===== config.mk =====
export PLATFORM = sky130hd
export DESIGN_NAME = traffic_light_monitor
export DESIGN_NICKNAME = d
export VERILOG_FILES = /design/src/rtl/traffic_light_pkg.sv /design/src/rtl/traffic_light_dwell_counter.sv /design/src/rtl/traffic_light_monitor.sv
export SDC_FILE = /design/constraint.sdc
export NUM_CORES = 1
export LEC_CHECK = 0
export CORE_MARGIN = 5
export CORE_UTILIZATION = 35
export DETAILED_ROUTE_END_ITERATION = 10
export PLACE_DENSITY = 0.54
export RECOVER_POWER = 25
export SYNTH_ARGS = -nofsm -noshare
export SYNTH_HDL_FRONTEND = slang
export SYNTH_HIERARCHICAL = 1
export SYNTH_SLANG_ARGS = --single-unit

===== constraint.sdc =====
create_clock -name clk -period 3.85 [get_ports clk]
set_input_delay 0.77 -clock clk [delete_from_list [all_inputs] [get_ports clk]]
set_output_delay 0.77 -clock clk [all_outputs]
set_load 0.02 [all_outputs]

===== src/rtl/traffic_light_pkg.sv =====
// traffic_light_pkg: lamp codes, monitor state, phase encoding and successor helper for traffic_light_monitor.
package traffic_light_pkg;
  localparam logic [2:0] S0 = 3'b001;
  localparam logic [2:0] S1 = 3'b010;
  localparam logic [2:0] S2 = 3'b100;
  typedef enum logic [1:0] {UNLOCKED, TRACK, FAULT} mon_state_e;
  typedef enum logic [1:0] {PH_NONE, PH_S0, PH_S1, PH_S2} phase_e;
  function automatic logic [2:0] succ(input logic [2:0] cur);
    return {cur[0], cur[2:1]};
  endfunction
  function automatic phase_e to_phase(input logic [2:0] code);
    return code == S0 ? PH_S0 : code == S1 ? PH_S1 : code == S2 ? PH_S2 : PH_NONE;
  endfunction
endpackage


===== src/rtl/traffic_light_dwell_counter.sv =====
// traffic_light_dwell_counter: saturating per-phase sample counter with MIN/MAX dwell compares.
module traffic_light_dwell_counter #(
  parameter int MIN_DWELL = 4,
  parameter int MAX_DWELL = 64,
  parameter int CNT_W     = 8
) (
  input  logic             clk,
  input  logic             rst,
  input  logic             load1,
  input  logic             inc,
  input  logic             zero,
  output logic [CNT_W-1:0] cnt,
  output logic             dwell_short,
  output logic             dwell_long
);
  logic [CNT_W-1:0] cnt_d, cnt_q;
  always_comb cnt_d = zero ? '0 : load1 ? CNT_W'(1) : (inc && !(&cnt_q)) ? cnt_q + 1'b1 : cnt_q;
  always_ff @(posedge clk or posedge rst)
    if (rst) cnt_q <= '0;
    else cnt_q <= cnt_d;
  assign cnt = cnt_q;
  assign dwell_short = cnt_q < CNT_W'(MIN_DWELL);
  // an increment from MAX_DWELL lands on MAX_DWELL+1
  assign dwell_long = cnt_q == CNT_W'(MAX_DWELL);
endmodule


===== src/rtl/traffic_light_monitor.sv =====
// traffic_light_monitor: passive checker of the one-hot lamp bus (order, codes, dwell, cycle count).
// Define TLM_DWELL_CHECK_EN to enable err_short/err_long; otherwise they are tied to 0.
module traffic_light_monitor
  import traffic_light_pkg::*;
#(
  parameter int MIN_DWELL = 4,
  parameter int MAX_DWELL = 64,
  parameter int CNT_W     = 8
) (
  input  logic             clk,
  input  logic             rst,
  input  logic             en,
  input  logic [2:0]       lamp,
  input  logic             clr,
  output logic [1:0]       phase,
  output logic             locked,
  output logic [CNT_W-1:0] dwell,
  output logic [CNT_W-1:0] cycle_cnt,
  output logic             err_code,
  output logic             err_seq,
  output logic             err_short,
  output logic             err_long
);
  mon_state_e state_d, state_q;
  phase_e phase_d, phase_q;
  logic [2:0] cur_d, cur_q;
  logic [CNT_W-1:0] cyc_d, cyc_q;
  logic locked_d, locked_q, err_code_d, err_code_q, err_seq_d, err_seq_q;
  logic load1, inc, zero, set_code, set_seq, set_short, set_long, dwell_short, dwell_long, legal;
  assign legal = lamp == S0 || lamp == S1 || lamp == S2;
  traffic_light_dwell_counter #(.MIN_DWELL(MIN_DWELL), .MAX_DWELL(MAX_DWELL), .CNT_W(CNT_W)) u_dwell (
    .clk(clk), .rst(rst), .load1(load1), .inc(inc), .zero(zero),
    .cnt(dwell), .dwell_short(dwell_short), .dwell_long(dwell_long)
  );
  always_comb begin
    state_d = state_q;
    phase_d = phase_q;
    cur_d = cur_q;
    cyc_d = cyc_q;
    {load1, inc, zero, set_code, set_seq, set_short, set_long} = '0;
    if (en) begin
      unique case (state_q)
        UNLOCKED:
          if (legal) begin
            state_d = TRACK;
            cur_d = lamp;
            phase_d = to_phase(lamp);
            load1 = 1'b1;
          end else set_code = 1'b1;
        TRACK:
          if (lamp == cur_q) begin
            inc = 1'b1;
            set_long = dwell_long;
          end else if (lamp == succ(cur_q)) begin
            set_short = dwell_short;
            cur_d = lamp;
            phase_d = to_phase(lamp);
            load1 = 1'b1;
            cyc_d = lamp == S0 ? cyc_q + 1'b1 : cyc_q;
          end else begin
            state_d = FAULT;
            phase_d = PH_NONE;
            zero = 1'b1;
            set_seq = legal;
            set_code = !legal;
          end
        FAULT:
          if (lamp == S0) begin
            state_d = TRACK;
            cur_d = S0;
            phase_d = PH_S0;
            load1 = 1'b1;
          end else set_code = !legal;
        default: state_d = UNLOCKED;
      endcase
    end
    locked_d = state_d == TRACK;
    // a new error in the same cycle as clr takes priority
    err_code_d = (err_code_q & ~clr) | set_code;
    err_seq_d = (err_seq_q & ~clr) | set_seq;
  end
  always_ff @(posedge clk or posedge rst)
    if (rst) begin
      state_q <= UNLOCKED;
      phase_q <= PH_NONE;
      cur_q <= '0;
      cyc_q <= '0;
      locked_q <= 1'b0;
      err_code_q <= 1'b0;
      err_seq_q <= 1'b0;
    end else begin
      state_q <= state_d;
      phase_q <= phase_d;
      cur_q <= cur_d;
      cyc_q <= cyc_d;
      locked_q <= locked_d;
      err_code_q <= err_code_d;
      err_seq_q <= err_seq_d;
    end
`ifdef TLM_DWELL_CHECK_EN
  logic err_short_q, err_long_q;
  always_ff @(posedge clk or posedge rst)
    if (rst) begin
      err_short_q <= 1'b0;
      err_long_q <= 1'b0;
    end else begin
      err_short_q <= (err_short_q & ~clr) | set_short;
      err_long_q <= (err_long_q & ~clr) | set_long;
    end
  assign err_short = err_short_q;
  assign err_long = err_long_q;
`else
  logic unused_cmp;
  assign unused_cmp = set_short | set_long;
  assign err_short = 1'b0;
  assign err_long = 1'b0;
`endif
  assign phase = phase_q;
  assign locked = locked_q;
  assign cycle_cnt = cyc_q;
  assign err_code = err_code_q;
  assign err_seq = err_seq_q;
endmodule


Yosys cells after proc, flatten, opt, wreduce, memory -nomap -nowiden. Index checks and enable logic that the tools add are counted.

Add/subtract/negate cells: 2. Equality and inequality tests: 12. Multiplexer cells: 45. Bitwise operators: 6. Reductions and logical operators: 12.

Operators with widths (count): $mux W2 (12); $mux W8 (3); $mux W1 (21); $add A8 B1 Y8 const B (2); $mux W3 (4); $pmux W2 S3 (2); $reduce_and A5 Y1 (2); $pmux W3 S3 (1); $ne A2 B2 Y1 const B (4); $reduce_and A8 Y1 (1); $eq A3 B3 Y1 (2); $pmux W1 S3 (2); $reduce_and A6 Y1 (1); $reduce_bool A3 Y1 (2); $eq A2 B1 Y1 const B (2); $eq A3 B1 Y1 const B (1); $eq A3 B2 Y1 const B (1); $eq A3 B3 Y1 const B (1); $and A1 B1 Y1 (2); $eq A2 B2 Y1 const B (1); $logic_not A1 Y1 (2); $logic_not A2 Y1 (1); $logic_or A1 B1 Y1 (2); $not A1 Y1 (2); 2 further kinds (3).

Bits in registers: 26. Output and inout port bits: 23. Logic and storage cells: 85.

Logic depth before layout (Yosys ltp).
Depth in word-level cells: 9. Gate-level depth with buffers: 10. Gate-level depth less buffers: 9.

Cells and area by module. Netlist, hierarchy kept.

Modules (own cells, without submodules): traffic_light_monitor (times used 1, cells each 138, area each 1293.7 sq um, seq. area each 450.4 sq um); traffic_light_dwell_counter (times used 1, cells each 59, area each 546.8 sq um, seq. area each 200.2 sq um).

Worst setup path after synthesis. OpenSTA, ideal clock, no wires.

Path kind: input -> register. Start point: input port lamp[1]. End point: register u_dwell.cnt_q[0], in the netlist u_dwell/cnt[0]. Data arrival time: 2352 ps. Slack: 1397 ps. Stages: 9. Buffers on the path: 1. Cells stage by stage: buf_4 and2b_1 o21ai_0 a21oi_1 a221oi_1 nor3_1 nor2_1 and3_2 nor4_1.

Cells in the longest elaborated chain, start to end: 8.

Ends and longest elaborated chain: start, declared (RTL line traffic_light_monitor.sv:13) `input logic [2:0] lamp,`; $eq A3 B1 Y1 or $eq A3 B2 Y1 (tied branches) (RTL line traffic_light_monitor.sv:30, traffic_light_monitor.sv:68); $logic_or A1 B1 Y1 (2 in a row) (RTL line traffic_light_monitor.sv:30) `assign legal = lamp == S0 || lamp == S1 || lamp == S2;`; $mux W1 (RTL line traffic_light_monitor.sv:44) `if (legal) begin`; $pmux W1 S3 (*) (RTL line traffic_light_monitor.sv:42) `unique case (state_q)`; $mux W1 (*) (RTL line traffic_light_monitor.sv:41) `if (en) begin`; net load1 (RTL line traffic_light_monitor.sv:29) `logic load1, inc, zero, set_code, set_seq, set_short, set_long, dwell_short, dwell_long, legal;`; $mux W8 (2 in a row) (RTL line traffic_light_dwell_counter.sv:17) `always_comb cnt_d = zero ? '0 : load1 ? CNT_W'(1) : (inc && !(&cnt_q)) ? cnt_q + 1'b1 : cnt_q;`; end signal, assigned (RTL line traffic_light_dwell_counter.sv:20) `else cnt_q <= cnt_d;`; end, declared (RTL line traffic_light_dwell_counter.sv:16) `logic [CNT_W-1:0] cnt_d, cnt_q;`.

Mark *: on every way through the listed nets, which the timed path passes. The rest lies on a longest branch. A chain may end at the register's enable or synchronous reset.

Worst setup path after layout.
Start point: input port lamp[2]. End point: register u_dwell.cnt_q[3], in the netlist u_dwell/cnt[3].

The elaborated chain is that of the path after synthesis.

==> metrics.md <==
| Metric | Value |
|---|---|
| Layout cells sized above 1 | 8.92% |
| # setup viols final | 0 |
| WP data arrival | 3.17 ns |
| Clk sink count | 26 |
| Starting density of the core | between 30% and 40% |
| Worst hold slack | between 0.4 and 0.5 ns |
| Initial DRC count | 31 |
| Minimum clock period | 3.00 ns |
| Setup CP Type | input port to flip-flop |
| Drt total wl | 3890 microns |
| Crit path cell chain | clkdlybuf4s50_1 > xnor2_1 > a31oi_4 > a221oi_1 > nor3_1 > nor2_1 > nand2_1 > mux2i_1 |
| Vias | 1463 |
| Synth Cell Area | 1820 sq um |
| Buffer count from post-CTS setup fixing | 0 |
| Multi-input gate area | 1020 sq um |
| Clk Latency, worst-skew pair | 0.28 ns |
| Crit Path Max Fanout | 13 |
| Core footprint | 5070 sq um |
| Number of fill cells | 525 |
| Leakage power | between 0.0009 and 0.001 uW |
| Required time of the critical path | 4.02 ns |
| Final Max Slew Viols | 0 |
| Die height | 82.1 microns |
| Critical-path top delay cell | clkdlybuf4s50_1 |
| F_max | 333 MHz |
| Pin count of the biggest net entering global routing | 19 |
| Total GRT Usage | around an eighth |
| Gates resized, CTS repair | 0 |
| Largest stage delay, worst path | around 0.79 ns |
| Htree depth | 1 |
| Global-route wire length before repair | 6640 microns |
| # rows | 26 |
| Max-cap viol count | 0 |
| FF/Latch Area | ~650 sq um |
| Num CTS Buffers | 3 |
| Drt first pass iters | 4 |
| Final Hold Fails | 0 |
| Nature of the critical path startpoint | input port |
| Critical path's top delay family | simple AND/OR/NAND/NOR gates |
| Vias/cell | ~5.2 |
| Status | completed |
| Slew @ Worst Pin | 0.715 ns |
| Total global routing overflow | 0 |
| Routability congestion estimate | 0.778 |
| CTS tree | built |
| RSZ-0062 raised after global routing | no |
| P&R area growth vs syn | 19.6% |
| Worst Clk Skew | 0.00335 ns |
| VDD IR-drop max | approximately 0.00023 V |
| CP Capture Type | flip-flop |
| Worst Path Buf+Inv | 1 |
| Inserted Diodes | 0 |
| Die ar. | 6740 sq um |
| Setup TNS | 0 ns |
| CTS hold repair buffers | 0 |
| Initial antenna violation count | 0 |
| Placement Cell Area | 2100 sq um |
| Final Cycle Share | 77.9% |
| Die width | 82.1 microns |
| Number of port buffers | 27 |
| Hpwl dp | 2880 microns |
| Slew headroom | between 50% and 60% |
| CTS Buffer Depth | 2 |
| Ys Warns | 6 |
| Clock-pin slew on the worst setup and hold paths | 0.09 ns |
| Worst Hold Class | flip-flop to flip-flop |
| Gate Count Post-Synth | 193 |
| Wire per inst | roughly 14 microns |
| Final instance area | 2180 sq um |
| Mean post-synth cell area | about 9.4 sq um |
| Post-route ant nets | 0 |
| CTS root buffer | clkbuf_8 |
| Number of global-route vias before repair | around 1400 |
| Pwr/cell area | 543 nW/um^2 |
| Nets@finish | 228 |
| Drc violations | 0 |
| I/O pins | 30 |
## placed cells by master (no fill, tap or decap), types with 2 or more instances in the layout
cell type,instances
clkbuf_8,3
conb_1,2
nand2_1,11
nor4bb_1,2
o21ai_0,6
nor2b_1,3
mux2_2,3
nor3_1,6
nand3b_1,3
and4b_1,2
inv_1,17
mux2i_1,5
a41oi_1,3
nand3_1,10
dfrtp_1,26
nand4_1,2
nor2_1,12
xnor2_1,9
ha_1,7
or3_1,2
a21oi_1,6
a21boi_0,2
and3_1,3
o22ai_1,2
xor2_1,6
clkdlybuf4s50_1,26
nor3b_1,3
## state kept, by name, summed over array words and instances, names as in the netlist
name and count:
err_code 1, err_seq 1, cycle_cnt 8, locked 1
state_q 2, u_dwell/cnt 8, phase 2, cur_q 3
## layout make-up
cell class                      instances  area share, %
Tap cell                               70           4.03
Inverter                               17           2.93
Timing Repair Buffer                   28           12.8
Clock inverter                          1           1.38
Clock buffer                            3           1.90
Sequential cell                        26           29.9
Multi-Input combinational cell        138           47.1
## layer usage
metal | global-route usage [%] | up-vias | share of wire [%]
li1 | - | 723 | -
met1 | 16.6 | 696 | 45
met5 | 0 | - | 0
met4 | 5.15 | 0 | 2.0
met2 | 20.8 | 37 | 48
met3 | 1.95 | 7 | 4.8
## stage by stage
stage          util [%]  std cells  setup slack, ns  power, uW
2_1_floorplan         -        194             1.40        809
3_3_place_gp       41.5        279            0.608        961
3_5_place_dp       41.5        279            0.539        957
4_1_cts            42.9        283            0.834       1190
5_1_grt            42.9        283            0.560       1270
6_report           42.9        283            0.851       1180
## final timing paths
kind                                   start              to  slack, ns  cells past startpoint
max in group asynchronous                rst    cycle_cnt[5]       2.33                      2
worst max-delay path                 lamp[2]  u_dwell/cnt[3]       0.85                      8
min in group asynchronous                rst  u_dwell/cnt[0]       0.90                      2
worst min register to register  cycle_cnt[7]    cycle_cnt[7]       0.47                      1
worst max register to register    state_q[0]  u_dwell/cnt[3]       1.41                      9
worst min-delay path            cycle_cnt[7]    cycle_cnt[7]       0.47                      1
## power breakdown
part / internal (uW) / switching [uW]
logic: 245 / 299
clock network: 139 / 92.4
registers: 331 / 75.0
total: 715 / 466
(Power assumes the default switching activity.)
